$ cat config.mk
export PLATFORM = sky130hd
export DESIGN_NAME = vend_seq_ctrl
export DESIGN_NICKNAME = d
export VERILOG_FILES = /design/src/rtl/vend_pkg.sv /design/src/rtl/vend_coin_acc.sv /design/src/rtl/vend_seq_ctrl.sv
export SDC_FILE = /design/constraint.sdc
export NUM_CORES = 1
export LEC_CHECK = 0
export ABC_CLOCK_PERIOD_IN_PS = 5300
export CAP_MARGIN = 20
export CORE_AREA = 3 3 97 76
export DETAILED_ROUTE_END_ITERATION = 16
export DIE_AREA = 0 0 100 79
export REMOVE_ABC_BUFFERS = 1
export SYNTH_ARGS = -nofsm -noshare
export SYNTH_HDL_FRONTEND = slang
export SYNTH_HIERARCHICAL = 1
export SYNTH_SLANG_ARGS = --single-unit
export TNS_END_PERCENT = 100
$ cat constraint.sdc
create_clock -name sys_clk -period 5.3 [get_ports sys_clk]
set_input_delay 1.06 -clock sys_clk [delete_from_list [all_inputs] [get_ports sys_clk]]
set_output_delay 1.06 -clock sys_clk [all_outputs]
set_load 0.03 [all_outputs]
$ cat src/rtl/vend_pkg.sv
// Shared definitions for the vending sequencer: credit width, coin values and FSM state encoding.
package vend_pkg;

    localparam int CREDIT_W = 4;

    localparam logic [CREDIT_W-1:0] COIN_HALF = 4'd1;
    localparam logic [CREDIT_W-1:0] COIN_ONE  = 4'd2;

    // One-hot encoding keeps each state decode to a single flop bit.
    typedef enum logic [4:0] {
        ST_IDLE   = 5'b00001,
        ST_CREDIT = 5'b00010,
        ST_VEND   = 5'b00100,
        ST_CHANGE = 5'b01000,
        ST_REFUND = 5'b10000
    } vend_state_e;

endpackage

$ cat src/rtl/vend_coin_acc.sv
// Coin-pulse decode for the vending sequencer: classifies each pulse as accepted or rejected
// and forms the candidate credit sum; the owning FSM decides whether to load it.
module vend_coin_acc
    import vend_pkg::*;
(
    input  logic                coin_half,
    input  logic                coin_one,
    input  logic                accept_en,
    input  logic [CREDIT_W-1:0] credit_in,
    output logic                coin_accept,
    output logic                coin_reject,
    output logic [CREDIT_W-1:0] credit_sum
);

    logic                any_coin;
    logic                both_coins;
    logic [CREDIT_W-1:0] coin_val;
    logic [CREDIT_W:0]   wide_sum;

    // The extra sum bit flags a coin that would carry credit past its maximum.
    always_comb begin
        any_coin    = coin_half | coin_one;
        both_coins  = coin_half & coin_one;
        coin_val    = coin_one ? COIN_ONE : COIN_HALF;
        wide_sum    = {1'b0, credit_in} + {1'b0, coin_val};
        coin_accept = any_coin && !both_coins && accept_en && !wide_sum[CREDIT_W];
        coin_reject = any_coin && !coin_accept;
        credit_sum  = wide_sum[CREDIT_W-1:0];
    end

endmodule

$ cat src/rtl/vend_seq_ctrl.sv
// Vending sequencer: coin credit, drink dispense and half-coin change/refund handshakes.
// Build option: define VEND_CHANGE_EN to pay out excess credit as change after a vend.
module vend_seq_ctrl
    import vend_pkg::*;
#(
    parameter int          PRICE   = 4,
    parameter logic [15:0] TIMEOUT = 16'd50000
) (
    input  logic                sys_clk,
    input  logic                sysRst,
    input  logic                piHalf,
    input  logic                piOne,
    input  logic                piCancel,
    input  logic                piDispAck,
    input  logic                piHopAck,
    output logic                oDispReq,
    output logic                oHopReq,
    output logic                oCoinRej,
    output logic [CREDIT_W-1:0] oCredit,
    output logic                oBusy
);

    localparam logic [CREDIT_W-1:0] PRICE_C = CREDIT_W'(PRICE);

    vend_state_e         state_q, state_d;
    logic [CREDIT_W-1:0] credit_q, credit_d;
    logic [15:0]         idle_cnt_q, idle_cnt_d;
    logic                hop_req_q, hop_req_d;
    logic                coin_rej_q, coin_rej_d;
    logic                accept_en;
    logic                coin_accept;
    logic                coin_reject;
    logic [CREDIT_W-1:0] coin_sum;

    assign accept_en = (state_q == ST_IDLE) || (state_q == ST_CREDIT);

    vend_coin_acc u_coin_acc (
        .coin_half   (piHalf),
        .coin_one    (piOne),
        .accept_en   (accept_en),
        .credit_in   (credit_q),
        .coin_accept (coin_accept),
        .coin_reject (coin_reject),
        .credit_sum  (coin_sum)
    );

    always_comb begin
        state_d    = state_q;
        credit_d   = credit_q;
        idle_cnt_d = idle_cnt_q;
        hop_req_d  = hop_req_q;
        coin_rej_d = coin_reject;
        case (state_q)
            ST_IDLE: begin
                idle_cnt_d = '0;
                if (coin_accept) begin
                    credit_d = coin_sum;
                    state_d  = ST_CREDIT;
                end
            end
            ST_CREDIT: begin
                if (coin_accept) begin
                    credit_d   = coin_sum;
                    idle_cnt_d = '0;
                end else begin
                    idle_cnt_d = idle_cnt_q + 16'd1;
                end
                // A coin landing with cancel still counts, so REFUND returns the full total.
                if (credit_q >= PRICE_C) begin
                    state_d    = ST_VEND;
                    credit_d   = credit_d - PRICE_C;
                    idle_cnt_d = '0;
                end else if (piCancel || (!coin_accept && idle_cnt_d >= TIMEOUT)) begin
                    state_d    = ST_REFUND;
                    idle_cnt_d = '0;
                end
            end
            ST_VEND: begin
                if (piDispAck) begin
`ifdef VEND_CHANGE_EN
                    state_d = (credit_q != '0) ? ST_CHANGE : ST_IDLE;
`else
                    state_d  = ST_IDLE;
                    credit_d = '0;
`endif
                end
            end
            ST_CHANGE, ST_REFUND: begin
                // Four-phase: request only once the hopper has released its previous ack.
                if (hop_req_q) begin
                    if (piHopAck) begin
                        hop_req_d = 1'b0;
                        credit_d  = credit_q - COIN_HALF;
                    end
                end else if (credit_q == '0) begin
                    state_d = ST_IDLE;
                end else if (!piHopAck) begin
                    hop_req_d = 1'b1;
                end
            end
            default: begin
                state_d    = ST_IDLE;
                credit_d   = '0;
                idle_cnt_d = '0;
                hop_req_d  = 1'b0;
            end
        endcase
    end

    always_ff @(posedge sys_clk) begin
        if (sysRst) begin
            state_q    <= ST_IDLE;
            credit_q   <= '0;
            idle_cnt_q <= '0;
            hop_req_q  <= 1'b0;
            coin_rej_q <= 1'b0;
        end else begin
            state_q    <= state_d;
            credit_q   <= credit_d;
            idle_cnt_q <= idle_cnt_d;
            hop_req_q  <= hop_req_d;
            coin_rej_q <= coin_rej_d;
        end
    end

    assign oDispReq = (state_q == ST_VEND);
    assign oHopReq  = hop_req_q;
    assign oCoinRej = coin_rej_q;
    assign oCredit  = credit_q;
    assign oBusy    = (state_q == ST_VEND) || (state_q == ST_CHANGE) || (state_q == ST_REFUND);

endmodule

==> results.sh <==
export IMPL_status="complete, no violations"
export IMPL_ff_latch_area_um2=520.5
export IMPL_ant_nets=0
export IMPL_setup_viol=0
export IMPL_final_common_cell="nand2_1"
export IMPL_seq_power_share_pct=40.0
export IMPL_final_cell_mix="nand2_1, nor2_1, dfxtp_1, nand3_1, clkdlybuf4s50_1"
export IMPL_pre_cts_ws_ps=993.6
export IMPL_cts_root_buffer_cell="clkbuf_8"
export IMPL_wire_per_inst_um=14.08
export IMPL_reg2reg_slack_ps=2150
export IMPL_irDropWorstVdd_mv=0.1065
export IMPL_internal_power_w=0.0003711
export IMPL_dieHeight_um=79
export IMPL_fmax_mhz=250.1
export IMPL_leakagePower_nw=0.7560
export IMPL_diodes=0
export IMPL_synth_ff_type="dfxtp_1"
export IMPL_timing_rr_end="idle_cnt_q[0]"
export IMPL_tightest_slew_ps=745.1
export IMPL_fin_crit_sh_pct=75.44
export IMPL_grt_antenna_before_repair=0
export IMPL_relSlewSlack_pct=50.17
export IMPL_hold_viol_final=0
export IMPL_overflow=0
export IMPL_path_clk_slew_ps=100
export IMPL_viasPerCell=5.436
export IMPL_comb_power_share_pct=29.5
export IMPL_place_inst=345
export IMPL_r2r_start="oCredit[0]"
export IMPL_p_sw_share_pct=33.98
export IMPL_stdcell_count=349
export IMPL_fillers=671
export IMPL_io_buffers=14
export IMPL_multi_input_area_um2=1292
export IMPL_place_congestion=0.8626
export IMPL_grtUsageTotal_pct=13.09
export IMPL_path_class="input port to register"
export IMPL_start_util_pct=30.33
export IMPL_cts_sinks=26
export IMPL_clock_path_buffers=2
export IMPL_io_pins=15
export IMPL_required_ps=5490
export IMPL_ys_ff_latch=26
export IMPL_synth_async_reset_ratio_pct=0
export IMPL_p_switching_w=0.0001910
export IMPL_first_iter_violations=185
export IMPL_ctsResizeCount=0
export IMPL_synth_edf_count=0
export IMPL_fin_ws_ps=1302
export IMPL_endpoint="idle_cnt_q[0]"
export IMPL_startpoint_type="input port"
export IMPL_fin_crit_ps=3998
export IMPL_num_vias=1897
export IMPL_yosys_warnings=6
export IMPL_h_tree_depth=1
export IMPL_power_frac_clock_pct=30.5
export IMPL_rsz0062_at_grt="no"
export IMPL_post_cts_buffers=0
export IMPL_hp_class="register to register"
export IMPL_cts_tree="done"
export IMPL_synthCells=264
export IMPL_dieArea_um2=7900
export IMPL_area_delta_synth_final_pct=13.13
export IMPL_grt_max_degree=20
export IMPL_cp_startpoint="piOne"
export IMPL_grt_first_pass_wirelength_um=8445
export IMPL_firstDrtPassIters=4
export IMPL_report_final_slew_viol_count=0
export IMPL_cts_buffers=3
export IMPL_hpwl_um=3678
export IMPL_synth_cell_types=52
export IMPL_seq_area_frac_synth_pct=27.03
export IMPL_routed_wl_um=4914
export IMPL_whs_ps=501.1
export IMPL_coreArea_um2=6350
export IMPL_cp_max_fo=15
export IMPL_drc_errors=0
export IMPL_crit_arrival_ps=4190
export IMPL_drive_above_1_share_pct=7.090
export IMPL_synth_area_um2=1926
export IMPL_synth_avg_cell_area_um2=7.294
export IMPL_maxCapViolCount=0
export IMPL_crit_path_end_kind="register"
export IMPL_p_per_area_nw_per_um2=258.0
export IMPL_clk_insertion_delay_late_ps=290
export IMPL_ctsHoldBuffers=0
export IMPL_die_width_um=100
export IMPL_rows=25
export IMPL_rr_worst_depth=10
export IMPL_nets=282
export IMPL_finalSetupTns_ps=0
export IMPL_clock_skew_final_ps=10.50
export IMPL_first_global_vias=1680
==> per-layer routing <==
metal	global-route usage [%]	routed length [µm]
met2	17.98	2026
met1	20.41	2566
met3	2.809	276
met5	0	0
met4	2.961	45
==> state kept, by name, indices dropped and copies added, names as in the netlist <==
signal	cells
idle_cnt_q	16
oCoinRej	1
oCredit	4
state_q	4
oHopReq	1
==> metrics by stage <==
stage          cell area, µm²  utilization, %   power, W
2_1_floorplan            1852               -  0.0003399
6_report                 2178           34.31  0.0005620
3_5_place_dp             2107           33.18  0.0003920
5_1_grt                  2178           34.31  0.0005991
3_3_place_gp             2107           33.18  0.0003903
4_1_cts                  2178           34.31  0.0005647
==> final cells by class <==
cell class,count,share of cell area (%)
inverter,12,2.068
multi-input combinational,211,59.33
sequential,26,23.89
tap,81,4.652
timing repair buffer,15,6.778
clock buffer,3,1.895
clock inverter,1,1.379
==> synthesized netlist by cell type (all sizes together) (2+ instances only) <==
master | instances | area share [%]
dfxtp | 26 | 27
o22ai | 4 | 1.6
buf | 7 | 2.3
inv | 12 | 2.3
nand3 | 20 | 6.1
nand4b | 2 | 0.91
mux2i | 3 | 1.6
o311a | 2 | 1.0
a31oi | 11 | 3.6
nand4 | 5 | 2.4
o21ai | 16 | 4.2
nor2 | 29 | 5.8
and3 | 3 | 0.97
o2bb2ai | 2 | 1.2
a21oi | 12 | 3.3
clkbuf | 8 | 1.6
nand3b | 7 | 2.7
nand2 | 36 | 7.0
ha | 5 | 3.2
nor3 | 10 | 2.6
nor2b | 4 | 1.3
a22oi | 3 | 1.2
nor4 | 5 | 2.4
nand2b | 6 | 1.9
or2 | 4 | 1.3
xnor2 | 3 | 1.4
o211ai | 5 | 1.9
==> kinds of logic (layout without fill, tap and decap cells) <==
family	Yosys count	count (layout)	share of synthesized area [%]
simple gates	135	135	37.36
fa+ha+maj	6	6	4.289
buf+inv	27	31	6.173
flops	26	26	27.03
mux	3	3	1.560
xor+xnor	3	3	1.365
compound gates	64	64	22.22
==> worst min path at each step <==
stage / from / to / slack, ps / cells after the start
after floorplan: idle_cnt_q[15] / idle_cnt_q[15] / 470 / 1
after global placement: idle_cnt_q[15] / idle_cnt_q[15] / 490 / 1
after detailed placement: idle_cnt_q[15] / idle_cnt_q[15] / 490 / 1
after CTS: idle_cnt_q[15] / idle_cnt_q[15] / 510 / 1
after global routing: idle_cnt_q[15] / idle_cnt_q[15] / 530 / 1
final: idle_cnt_q[15] / idle_cnt_q[15] / 500 / 1
==> worst max-delay path, cell delays in order <==
cell             delay [ps]
clkdlybuf4s50_1         420
inv_1                   130
ha_1                    210
inv_1                    60
fa_1                    390
nand3b_1                190
and3_1                  370
nor3_1                  430
o211ai_1                170
o2bb2ai_2               400
nor2_1                   80
a311oi_1                250
==> power groups by stage <==
stage / Combinational, W / Clock [W] / Sequential, W
after floorplan: 0.000104 / 0 / 0.000236
after global placement: 0.000161 / 0 / 0.000229
after detailed placement: 0.000163 / 0 / 0.000229
after CTS: 0.000164 / 0.000176 / 0.000225
after global routing: 0.000187 / 0.000184 / 0.000228
final: 0.000166 / 0.000171 / 0.000225
Power figures use the tool's default switching activity.
==> RTL edit, RTL diff (same settings) <==
The 5 states of `vend_state_e` get a binary encoding in 3 bits. Comments in the files are not updated.
--- a/src/rtl/vend_pkg.sv
+++ b/src/rtl/vend_pkg.sv
@@ -8,10 +8,10 @@
 
     // One-hot encoding keeps each state decode to a single flop bit.
-    typedef enum logic [4:0] {
-        ST_IDLE   = 5'b00001,
-        ST_CREDIT = 5'b00010,
-        ST_VEND   = 5'b00100,
-        ST_CHANGE = 5'b01000,
-        ST_REFUND = 5'b10000
+    typedef enum logic [2:0] {
+        ST_IDLE   = 3'd0,
+        ST_CREDIT = 3'd1,
+        ST_VEND   = 3'd2,
+        ST_CHANGE = 3'd3,
+        ST_REFUND = 3'd4
     } vend_state_e;
 
Function: same outputs for any inputs over 10 cycles, from zero or initial values and one cycle with sysRst high; not proved beyond that.
==> RTL edit against the original RTL <==
- routed wire length is 2.6% higher
- worst setup slack lost 0.055 ns
- cell area increased by 2.5%
- sequential cell count fell by 1
- core utilization increased by 0.87 points
- via count is 2.3% higher
- synthesized area grew 4.7%
- highest routed layer unchanged
Power is not compared: it rests on default switching activity, and its combinational part moved more than twofold at a synthesized area within 25%.
==> RTL edit: results (changes against the original RTL) <==
top_register: "idle_cnt_q"
postCtsSetupBuffers: 0  # unchanged
worst_pin_slew_ns: 0.913  # +0.168 ns
drive_gt1_frac: 0.0996  # +0.0287
ys_types: 67  # +29%
vdd_ir_drop_max_uv: 187
antenna_found_initial: 0  # unchanged
nets: 266  # -5.7%
h-tree-depth: 1  # unchanged
clkTransAtPathRegs_ns: 0.09
arrival_ns: 4.22  # +0.03 ns
cts-resized-gates: 0  # unchanged
highest_layer: "met4"
crit_fanout: 18  # +3
dr_wl_met3_um: 224  # -19%
async_flop_share: 0  # unchanged
grt_pass1_wl_um: 8600  # +1.9%
largest_reg_flops: 16  # unchanged
outcome: "finished, final reports clean"
cts_buffers: 3  # unchanged
yosys_warnings: 6  # unchanged
root_buffer: "clkbuf_8"
routabilityCongestion: 0.789  # -8.5%
drt_pass1_iterations: 4  # unchanged
port_buffers: 14  # unchanged
met2_usage: 0.192  # +0.0126
drt_iter0_drc: 177  # -4.3%
cts_max_path_buffers: 2  # unchanged
viasPerCell: 5.85  # +7.6%
groute.usage.overall: 0.133  # +0.00159
clk_latency_ns: 0.27  # -0.02 ns
gr-usage-met3: 0.0105  # -0.0176
hold_class: "reg2reg"
first_global_vias: 1779  # +5.9%
grt_util_met1: 0.199  # -0.00510
yosysSeqAreaShare: 0.248  # -0.0222
met2_wirelength_um: 2090  # +3.2%
drt-met1-wl_um: 2640  # +2.7%
fillers: 684  # +1.9%
leakagePower_nw: 0.786
grt_max_degree: 28  # +40%
num_antenna_cells: 0  # unchanged
dp_hpwl_um: 3600  # -2.1%
routedWlPerCell_um: 15.2  # +7.8%
skew_ns: 0.00540  # -0.00510 ns
yosys-top-cells-area: "dfxtp_1 (25%), a2111oi_2 (3.7%), ha_1 (3.7%)"
ys.flop_type: "dfxtp_1"
synth_common_cells: "dfxtp_1 (25), nand2_1 (19), inv_1 (14), a21oi_1 (13), nor2_1 (13)"
[RTL edit: kinds of logic after synthesis]
logic type / after synthesis / synth area share
adders and majority gates: 7 / 0.0471
muxes: 7 / 0.0354
and+or+nand+nor: 96 / 0.267
DFF: 25 / 0.248
buffers and inverters: 29 / 0.0645
AOI/OAI and AO/OA: 80 / 0.324
xor gates and xnor gates: 3 / 0.0130
[RTL edit: area by class of cell]
cell class                      count  area share
Multi-Input combinational cell    193       0.621
Sequential cell                    25       0.224
Timing Repair Buffer               15      0.0661
Tap cell                           81      0.0454
Inverter                           14      0.0235
Clock buffer                        4      0.0202
[RTL edit: final timing paths]
kind	slack (ns)	start	to	cells past startpoint
setup / recovery	1.25	piOne	idle_cnt_q[9]	12
hold / removal	0.55	idle_cnt_q[0]	idle_cnt_q[0]	2
setup reg to reg	2.08	oCredit[0]	idle_cnt_q[9]	10
hold reg to reg	0.55	idle_cnt_q[0]	idle_cnt_q[0]	2
[RTL edit: report_power, final]
part	switching, mW	internal [mW]
sequential	0.0534	0.209
clock	0.0638	0.0539
combinational	0.214	0.164
total	0.331	0.427
[RTL edit: worst max-delay path, stage by stage]
cell             delay, ns
clkdlybuf4s50_1       0.43
inv_1                 0.13
ha_1                  0.20
inv_1                 0.06
fa_1                  0.40
nand3b_1              0.19
and3_1                0.33
a31oi_1               0.23
o211ai_2              0.15
a21oi_4               0.55
nor3_2                0.17
a221o_1               0.32
[RTL edit: through the flow]
stage,setup slack (ns),hold slack (ns),instance area (um2),total power [mW],std cells
2_1_floorplan,1.77,0.486,1940,0.530,232
3_3_place_gp,1.08,0.518,2190,0.636,328
3_5_place_dp,0.981,0.531,2190,0.638,328
4_1_cts,1.27,0.550,2230,0.760,332
5_1_grt,1.01,0.590,2230,0.813,332
6_report,1.25,0.552,2230,0.757,332
